File: src/rtl/mux_scan_pkg.sv
// mux_scan_pkg: shared constants and helpers for the mux_scan_driver block
//   ST_IDLE / ST_SCAN : scan FSM state encoding
//   N_SLOTS           : number of multiplexed display slots
//   ANODE_OFF         : all anodes deasserted (active-low)
//   slot_anode()      : one-hot active-low anode pattern for a slot index
package mux_scan_pkg;
  localparam logic ST_IDLE = 1'b0;
  localparam logic ST_SCAN = 1'b1;
  localparam int N_SLOTS = 4;
  localparam logic [3:0] ANODE_OFF = 4'b1111;
  function automatic logic [3:0] slot_anode(input logic [1:0] sel);
    return ~(4'b0001 << sel);
  endfunction
endpackage

File: src/rtl/mux_scan_driver_tick_divider.sv
// tick_divider: slot prescaler counting 0..DIV-1 with a tick on the last count
//   clk_i    : clock, rising edge
//   rst_ni   : asynchronous active-low reset
//   en_i     : count enable
//   clr_i    : synchronous clear to 0 (wins over en_i)
//   tick_o   : high while the count is DIV-1
//   blank_o  : high during the first BLANK counts of a slot when MUX_SCAN_BLANKING_EN
//              is defined, constant 0 otherwise
module tick_divider #(
  parameter int DIV = 4,
  parameter int BLANK = 1
) (
  input  logic clk_i,
  input  logic rst_ni,
  input  logic en_i,
  input  logic clr_i,
  output logic tick_o,
  output logic blank_o
);
  localparam int CW = (DIV > 2) ? $clog2(DIV) : 1;
  localparam logic [CW-1:0] LAST = CW'(DIV - 1);
  if (DIV < 2 || BLANK < 0 || BLANK >= DIV) begin : g_bad_cfg
    $error("tick_divider: need DIV >= 2 and 0 <= BLANK < DIV");
  end
  logic [CW-1:0] cnt_q, cnt_d;
  assign tick_o = cnt_q == LAST;
`ifdef MUX_SCAN_BLANKING_EN
  assign blank_o = cnt_q < CW'(BLANK);
`else
  assign blank_o = 1'b0;
`endif
  always_comb cnt_d = clr_i ? '0 : !en_i ? cnt_q : tick_o ? '0 : cnt_q + 1'b1;
  always_ff @(posedge clk_i or negedge rst_ni) begin
    if (!rst_ni) cnt_q <= '0;
    else cnt_q <= cnt_d;
  end
endmodule

File: src/rtl/mux_scan_driver.sv
// mux_scan_driver: round-robin SEL/ANODE scan driver with frame-synchronous operand commit
//   clk_i          : clock, rising edge
//   rst_ni         : asynchronous active-low reset
//   enable_i       : 1 = scan running, 0 = idle
//   load_i         : strobe capturing data_i into the shadow register
//   data_i         : {op3, op2, op1, op0}
//   q3_o..q0_o     : committed operands for mux D3..D0
//   sel_o          : current slot index
//   anode_o        : active-low one-hot slot enable
//   pending_o      : shadow holds data not yet committed
//   frame_done_o   : one-cycle pulse as the slot wraps 3 -> 0
// Optional feature: define MUX_SCAN_BLANKING_EN to blank anode_o for the first BLANK
// cycles of every slot.
module mux_scan_driver
  import mux_scan_pkg::*;
#(
  parameter int BITS = 4,
  parameter int DIV = 4,
  parameter int BLANK = 1
) (
  input  logic              clk_i,
  input  logic              rst_ni,
  input  logic              enable_i,
  input  logic              load_i,
  input  logic [4*BITS-1:0] data_i,
  output logic [BITS-1:0]   q3_o,
  output logic [BITS-1:0]   q2_o,
  output logic [BITS-1:0]   q1_o,
  output logic [BITS-1:0]   q0_o,
  output logic [1:0]        sel_o,
  output logic [3:0]        anode_o,
  output logic              pending_o,
  output logic              frame_done_o
);
  localparam logic [1:0] LAST_SLOT = 2'(N_SLOTS - 1);
  logic state_q, state_d;
  logic [1:0] sel_q, sel_d;
  logic [4*BITS-1:0] shadow_q, shadow_d, q_q, q_d;
  logic pending_q, pending_d, fd_q, fd_d;
  logic tick, blank, run, wrap, commit;
  // run: scanning this cycle and staying in SCAN across the next edge
  assign run = state_q == ST_SCAN && enable_i;
  assign wrap = run && tick && sel_q == LAST_SLOT;
  // Idle displays nothing, so commits are safe on any edge there
  assign commit = pending_q && (wrap || state_q == ST_IDLE);
  tick_divider #(.DIV(DIV), .BLANK(BLANK)) u_div (
    .clk_i   (clk_i),
    .rst_ni  (rst_ni),
    .en_i    (run),
    .clr_i   (!run),
    .tick_o  (tick),
    .blank_o (blank)
  );
  always_ff @(posedge clk_i or negedge rst_ni) begin
    if (!rst_ni) state_q <= ST_IDLE;
    else state_q <= state_d;
  end
  always_comb state_d = enable_i ? ST_SCAN : ST_IDLE;
  always_comb anode_o = (state_q == ST_SCAN && !blank) ? slot_anode(sel_q) : ANODE_OFF;
  always_comb begin
    sel_d = run ? (tick ? sel_q + 2'd1 : sel_q) : 2'd0;
    q_d = commit ? shadow_q : q_q;
    shadow_d = load_i ? data_i : shadow_q;
    pending_d = load_i || (pending_q && !commit);
    fd_d = wrap;
  end
  always_ff @(posedge clk_i or negedge rst_ni) begin
    if (!rst_ni) begin
      sel_q <= '0;
      q_q <= '0;
      shadow_q <= '0;
      pending_q <= 1'b0;
      fd_q <= 1'b0;
    end else begin
      sel_q <= sel_d;
      q_q <= q_d;
      shadow_q <= shadow_d;
      pending_q <= pending_d;
      fd_q <= fd_d;
    end
  end
  assign {q3_o, q2_o, q1_o, q0_o} = q_q;
  assign sel_o = sel_q;
  assign pending_o = pending_q;
  assign frame_done_o = fd_q;
endmodule
File: config.mk
export PLATFORM = sky130hd
export DESIGN_NAME = mux_scan_driver
export DESIGN_NICKNAME = d
export VERILOG_FILES = /design/src/rtl/mux_scan_pkg.sv /design/src/rtl/mux_scan_driver_tick_divider.sv /design/src/rtl/mux_scan_driver.sv
export SDC_FILE = /design/constraint.sdc
export NUM_CORES = 1
export LEC_CHECK = 0
export BUFFER_PORTS_ARGS = -buffer_cell sky130_fd_sc_hd__buf_4
export CAP_MARGIN = 10
export CORE_MARGIN = 2
export CORE_UTILIZATION = 45
export DETAILED_ROUTE_END_ITERATION = 10
export PLACE_DENSITY = 0.7
export SLEW_MARGIN = 20
export SYNTH_ARGS = -nofsm -noshare
export SYNTH_HDL_FRONTEND = slang
export SYNTH_SLANG_ARGS = --single-unit
File: constraint.sdc
create_clock -name clk_i -period 2.13 [get_ports clk_i]
set_input_delay 0.213 -clock clk_i [delete_from_list [all_inputs] [get_ports clk_i]]
set_output_delay 0.213 -clock clk_i [all_outputs]
set_load 0.02 [all_outputs]
==> impl_metrics.json, run 1 <==
{
  "holdCritStartpoint": "data_i[14]",
  "gp_congestion": 0.6919,
  "cts_tree": "yes",
  "r2r_slack_ns": 0.33,
  "fin_cells": 195,
  "maxCapViolations": 0,
  "boundaryPins": 44,
  "critPathKind": "reg2reg",
  "period_share_pct": 84.33,
  "setup_violations": 0,
  "worst_slack_ns": 0.3338,
  "startpoint_type": "flop",
  "dr.pass1.iters": 4,
  "rows": 21,
  "grt_overflow": 0,
  "arrival_ns": 2.03,
  "place_inst": 185,
  "finish.net_count": 173,
  "slew_headroom_pct": 68.66,
  "slew_viol_final": 0,
  "core_region_area_um2": 3363,
  "vias_per_cell": 4.764,
  "cts_resized": 0,
  "skew_ns": 0.009545,
  "grt_max_degree": 40,
  "via_count": 929,
  "syn_area_per_cell_um2": 16.13,
  "clk_pin_slew_worst_paths_ns": 0.12,
  "numCtsBuffers": 5,
  "drtAntennaViolNets": 0,
  "htreeDepth": 2,
  "die_width_um": 63.26,
  "grt_pass1_vias": 1029,
  "p_leak_nw": 0.9772,
  "rsz0062_at_grt": "false",
  "min_to": "shadow_q[14]",
  "crit_path_max_fanout": 9,
  "synth_cell_types": 16,
  "port_buffers": 43,
  "reg2reg_depth": 5,
  "areaGrowthSynthToFinish_pct": 29.53,
  "drtIter0Drc": 31,
  "run_status": "complete, no violations",
  "final-hold-violation-count": 0,
  "fp.dieH_um": 63.26,
  "critPathRequiredTime_ns": 2.36,
  "die_area_um2": 4002,
  "grt_pass1_wl_mm": 4.933,
  "register_area_um2": 975.9,
  "irDropWorstVdd_uv": 525.5,
  "worstSkewPairLatency_ns": 0.34,
  "holdCritPathClass": "in2reg",
  "worstReg2RegEnd": "q_q[9]",
  "netlist_top_cells_area": "dfrtp_1 62%, mux2_2 16%, mux2_4 9.5%",
  "ys_seq_elements": 39,
  "synth_cells": 98,
  "fin_area_um2": 2047,
  "yosysSeqAreaShare_pct": 61.76,
  "hpwl_mm": 2.101,
  "endpoint_kind": "flop",
  "drt-total-wl_mm": 2.921,
  "clk_path_buf_depth": 2,
  "drive_above_1_share_pct": 59.06,
  "yosysWarnings": 0,
  "start_util_pct": 46.99,
  "fmax_mhz": 556.7,
  "multi_input_area_um2": 561.8,
  "synth_top_area_share_pct": 61.76,
  "tightest_slew_ns": 0.4701,
  "tns_ns": 0,
  "cts_sinks": 39,
  "antenna_found_initial": 0,
  "cts-root-buf": "clkbuf_4",
  "synth_top_cell_by_area": "dfrtp_1",
  "min_period_ns": 1.796,
  "fillers": 298,
  "min_path_cells": 2,
  "rr_startpoint": "u_div.cnt_q[0]",
  "netlist_area_um2": 1580,
  "final_util_pct": 60.86,
  "antenna_cells": 0,
  "startpoint": "u_div.cnt_q[0]",
  "powerDensity_nw_per_um2": 865.6,
  "syn_nets": 123,
  "drc": 0,
  "post_drt_wl_per_cell_um": 14.98,
  "dp_slack_ns": 0.3305,
  "dpl_cell_area_um2": 1941,
  "grt_util_all_layers_pct": 16.74
}
[layout by cell type, fill, tap and decap left out]
master / instances
mux2_4: 10
xnor2_1: 1
dfrtp_1: 39
mux2_2: 22
nor2_1: 3
dlygate4sd3_1: 2
bufinv_16: 1
and3_1: 1
mux2i_1: 1
buf_4: 45
clkbuf_8: 1
a21boi_4: 1
clkbuf_4: 5
nand3_2: 1
clkinv_2: 1
ha_1: 5
a31o_2: 1
nor3_1: 1
nand2_1: 6
inv_1: 2
[stage by stage]
step           hold slack, ns  power [mW]
2_1_floorplan        -0.08259       1.110
3_3_place_gp           0.1990       1.268
4_1_cts               0.08705       1.797
5_1_grt               0.06712       1.866
6_report              0.09684       1.772
3_5_place_dp           0.2081       1.283
[report_power, final]
group	total (mW)	internal (mW)	switching, mW	leakage, nW
Sequential	0.893	0.834	0.0584	0.466
Combinational	0.370	0.207	0.164	0.463
Clock	0.509	0.277	0.231	0.0482
Total	1.77	1.32	0.453	0.977
[cells by family (layout without fill, tap and decap cells)]
group                    after synthesis  count (layout)  synth area share (%)
buffers and inverters                  6              57                 2.692
multiplexers                          33              33                 25.81
AO/OA/AOI/OAI                          2               2                 1.742
flip-flops                            39              39                 61.76
adder cells (fa/ha/maj)                5               5                 3.959
AND/OR/NAND/NOR                       12              12                 3.484
XOR/XNOR                               1               1                0.5543
[worst max path at each step]
| stage | end | depth (start not counted) |
|---|---|---|
| after detailed placement | q_q[11] | 5 |
| after global placement | q_q[11] | 5 |
| final | q_q[9] | 5 |
| after CTS | q_q[9] | 5 |
| after floorplan | q_q[10] | 5 |
| after global routing | q_q[9] | 5 |
[Yosys cell counts]
library cell,n
a21boi_4,1
a31o_2,1
and3_1,1
buf_12,1
buf_2,3
dfrtp_1,39
ha_1,5
inv_1,2
mux2_2,22
mux2_4,10
mux2i_1,1
nand2_1,6
nand3_2,1
nor2_1,3
nor3_1,1
xnor2_1,1
[area by class of cell]
class,count,share of cell area (%)
multi-input combinational,53,27.45
clock buffer,6,2.506
clock inverter,2,1.711
inverter,2,0.3667
timing repair buffer,47,17.48
sequential,39,47.68
tap,46,2.812
[what timing repair did]
item / CTS / global route
setup buffers: 0 / 0
endpoints found under the hold margin: 40 / 0
hold buffers: 2 / 0
[sequential cells by signal, summed over array words and instances (netlist names)]
name / flops
sel_o: 2
frame_done_o: 1
shadow_q: 16
u_div.cnt_q: 2
pending_o: 1
q_q: 16
state_q: 1
[critical path, stage by stage (launching register included)]
cell and delay, ns:
dfrtp_1 0.38, ha_1 0.30, nand3_2 0.14, a21boi_4 0.33, buf_4 0.23, mux2_4 0.30
[per-layer routing]
layer / track usage, % / vias up / part of all wire, %
met5: 0 / - / 0
met4: 4.891 / 0 / 1.2
met3: 7.321 / 4 / 5.0
met2: 29.39 / 23 / 55
met1: 18.33 / 464 / 39
li1: - / 438 / -
(Power assumes the default switching activity.)
==> inputs of run 2 (changes only) <==
==> constraint.sdc (replaced) <==
create_clock -name clk_i -period 1.7 [get_ports clk_i]
set_input_delay 0.17 -clock clk_i [delete_from_list [all_inputs] [get_ports clk_i]]
set_output_delay 0.17 -clock clk_i [all_outputs]
set_load 0.02 [all_outputs]
==> run 2 against run 1 <==
Combinational power rose by 26%. Utilization decreased by 0.52 points. Routed wire length is 7.7% lower. Clock skew decreased by 0.00097 ns. Global-route usage shrank 1.3 points. Sequential share of layout area is 0.53 points higher. Sequential power up 24%. Critical path depth is the same. Sequential cell count unchanged. Register-to-register slack worse by 0.22 ns. Via count is 0.65% lower. Critical path type unchanged. Largest cell class unchanged. Highest routed layer unchanged.
==> impl_metrics.json, run 2 (synthesis gave the netlist of run 1 again) <==
{
  "rsz0062_at_grt": "false",
  "final_util_pct": 60.34,
  "grt_pass1_vias": 986,
  "crit_family": "flip-flops",
  "arrival_ns": 1.83,
  "start_util_pct": 46.99,
  "cts_sinks": 39,
  "rr_startpoint": "sel_o[0]",
  "post_drt_wl_per_cell_um": 13.82,
  "fp.dieH_um": 63.26,
  "slew_viol_final": 0,
  "drc": 0,
  "cts-root-buf": "clkbuf_4",
  "irDropWorstVdd_uv": 660.8,
  "fmax_mhz": 631.4,
  "critPathMaxStageDelay_ns": 0.42,
  "setup_violations": 0,
  "crit_path_max_fanout": 16,
  "final-hold-violation-count": 0,
  "gp_congestion": 0.7863,
  "tightest_slew_ns": 0.4767,
  "finish.net_count": 173,
  "postCtsHoldBufs": 2,
  "drtIter0Drc": 10,
  "period_share_pct": 93.17,
  "maxCapViolations": 0,
  "met1_usage_pct": 18.27,
  "drt-total-wl_mm": 2.695,
  "fillers": 294,
  "startpoint": "sel_o[0]",
  "die_area_um2": 4002,
  "drtAntennaViolNets": 0,
  "critPathKind": "reg2reg",
  "path_cells": "ha_1 > nand3_2 > a21boi_4 > buf_12 > mux2_2",
  "tns_ns": 0,
  "htreeDepth": 2,
  "cts_setup_buffers": 0,
  "skew_ns": 0.008576,
  "critPathRequiredTime_ns": 1.94,
  "holdCritPathClass": "in2reg",
  "busiest_layer": "met2",
  "hpwl_mm": 1.944,
  "drive_above_1_share_pct": 59.73,
  "grtUsageMet2_pct": 24.87,
  "worstSkewPairLatency_ns": 0.34,
  "slew_headroom_pct": 68.22,
  "cts_resized": 0,
  "min_period_ns": 1.584,
  "run_status": "complete, no violations",
  "holdCritStartpoint": "data_i[9]",
  "antenna_cells": 0,
  "vias_per_cell": 4.733,
  "grt_overflow": 0,
  "crit_buf_inv": 1,
  "startpoint_type": "flop",
  "die_width_um": 63.26,
  "grt_pass1_wl_mm": 4.629,
  "min_to": "shadow_q[9]",
  "reg2reg_depth": 5,
  "min_path_cells": 2,
  "dr.pass1.iters": 3,
  "met3_usage_pct": 5.893,
  "p_leak_nw": 0.9583,
  "rows": 21,
  "port_buffers": 43,
  "via_count": 923,
  "endpoint_kind": "flop",
  "numCtsBuffers": 5,
  "r2r_slack_ns": 0.12,
  "worstReg2RegEnd": "q_q[15]",
  "areaGrowthSynthToFinish_pct": 28.42,
  "layout_commonest_cell": "buf_4",
  "clk_path_buf_depth": 2,
  "grt_max_degree": 40,
  "clk_pin_slew_worst_paths_ns": 0.11,
  "top_regs": "q_q (16), shadow_q (16)",
  "powerDensity_nw_per_um2": 1004,
  "boundaryPins": 44,
  "cts_tree": "yes",
  "core_region_area_um2": 3363,
  "slowest_stage": "dfrtp_2",
  "grt_util_all_layers_pct": 15.45,
  "antenna_found_initial": 0,
  "mostFrequentLayoutCells": "44 x buf_4, 37 x dfrtp_1, 22 x mux2_2"
}
[run 2: per-stage QoR]
step / hold WS (ns) / worst slack, ns / instance area, µm² / power [mW] / cells
global route: 0.01686 / 0.03407 / 2029 / 2.149 / 195
detailed placement: 0.1650 / 0.1263 / 1956 / 1.607 / 185
finish: 0.04494 / 0.1161 / 2029 / 2.037 / 195
global placement: 0.1607 / 0.1646 / 1956 / 1.590 / 185
CTS: 0.03554 / 0.1147 / 2029 / 2.065 / 195
floorplan: -0.1256 / 0.06651 / 1583 / 1.390 / 98
[run 2: final cells by class]
cell class                      count  area [µm²]  share of cell area [%]
Sequential cell                    39       978.4                   48.21
Multi-Input combinational cell     53       561.8                   27.68
Timing Repair Buffer               47       370.4                   18.25
Tap cell                           46       57.56                   2.836
Clock buffer                        6       41.29                   2.035
Clock inverter                      2       12.51                  0.6165
Inverter                            2       7.507                  0.3699
[run 2: routing by layer]
metal	wire length (µm)	vias to the layer above
li1	-	433
met1	1097	461
met2	1393	23
met3	151	6
met4	53	0
met5	0	-
[run 2: worst register-to-register path: stages, from the launching register on]
cell and delay, ns:
dfrtp_2 0.42, ha_1 0.22, nand3_2 0.12, a21boi_4 0.19, buf_12 0.18, mux2_2 0.35
[run 2: worst max path at each step]
stage,end,slack [ns],depth (start not counted)
final,q_q[15],0.12,5
after global routing,q_q[4],0.03,5
after CTS,q_q[3],0.11,5
after detailed placement,q_q[3],0.13,5
after global placement,q_q[15],0.16,5
after floorplan,q_q[10],0.07,5
[run 2: power breakdown]
| group | leakage [nW] | switching [mW] | internal, mW |
|---|---|---|---|
| clock | 0.0282 | 0.297 | 0.160 |
| sequential | 0.463 | 0.0683 | 1.05 |
| combinational | 0.467 | 0.206 | 0.262 |
| total | 0.958 | 0.571 | 1.47 |
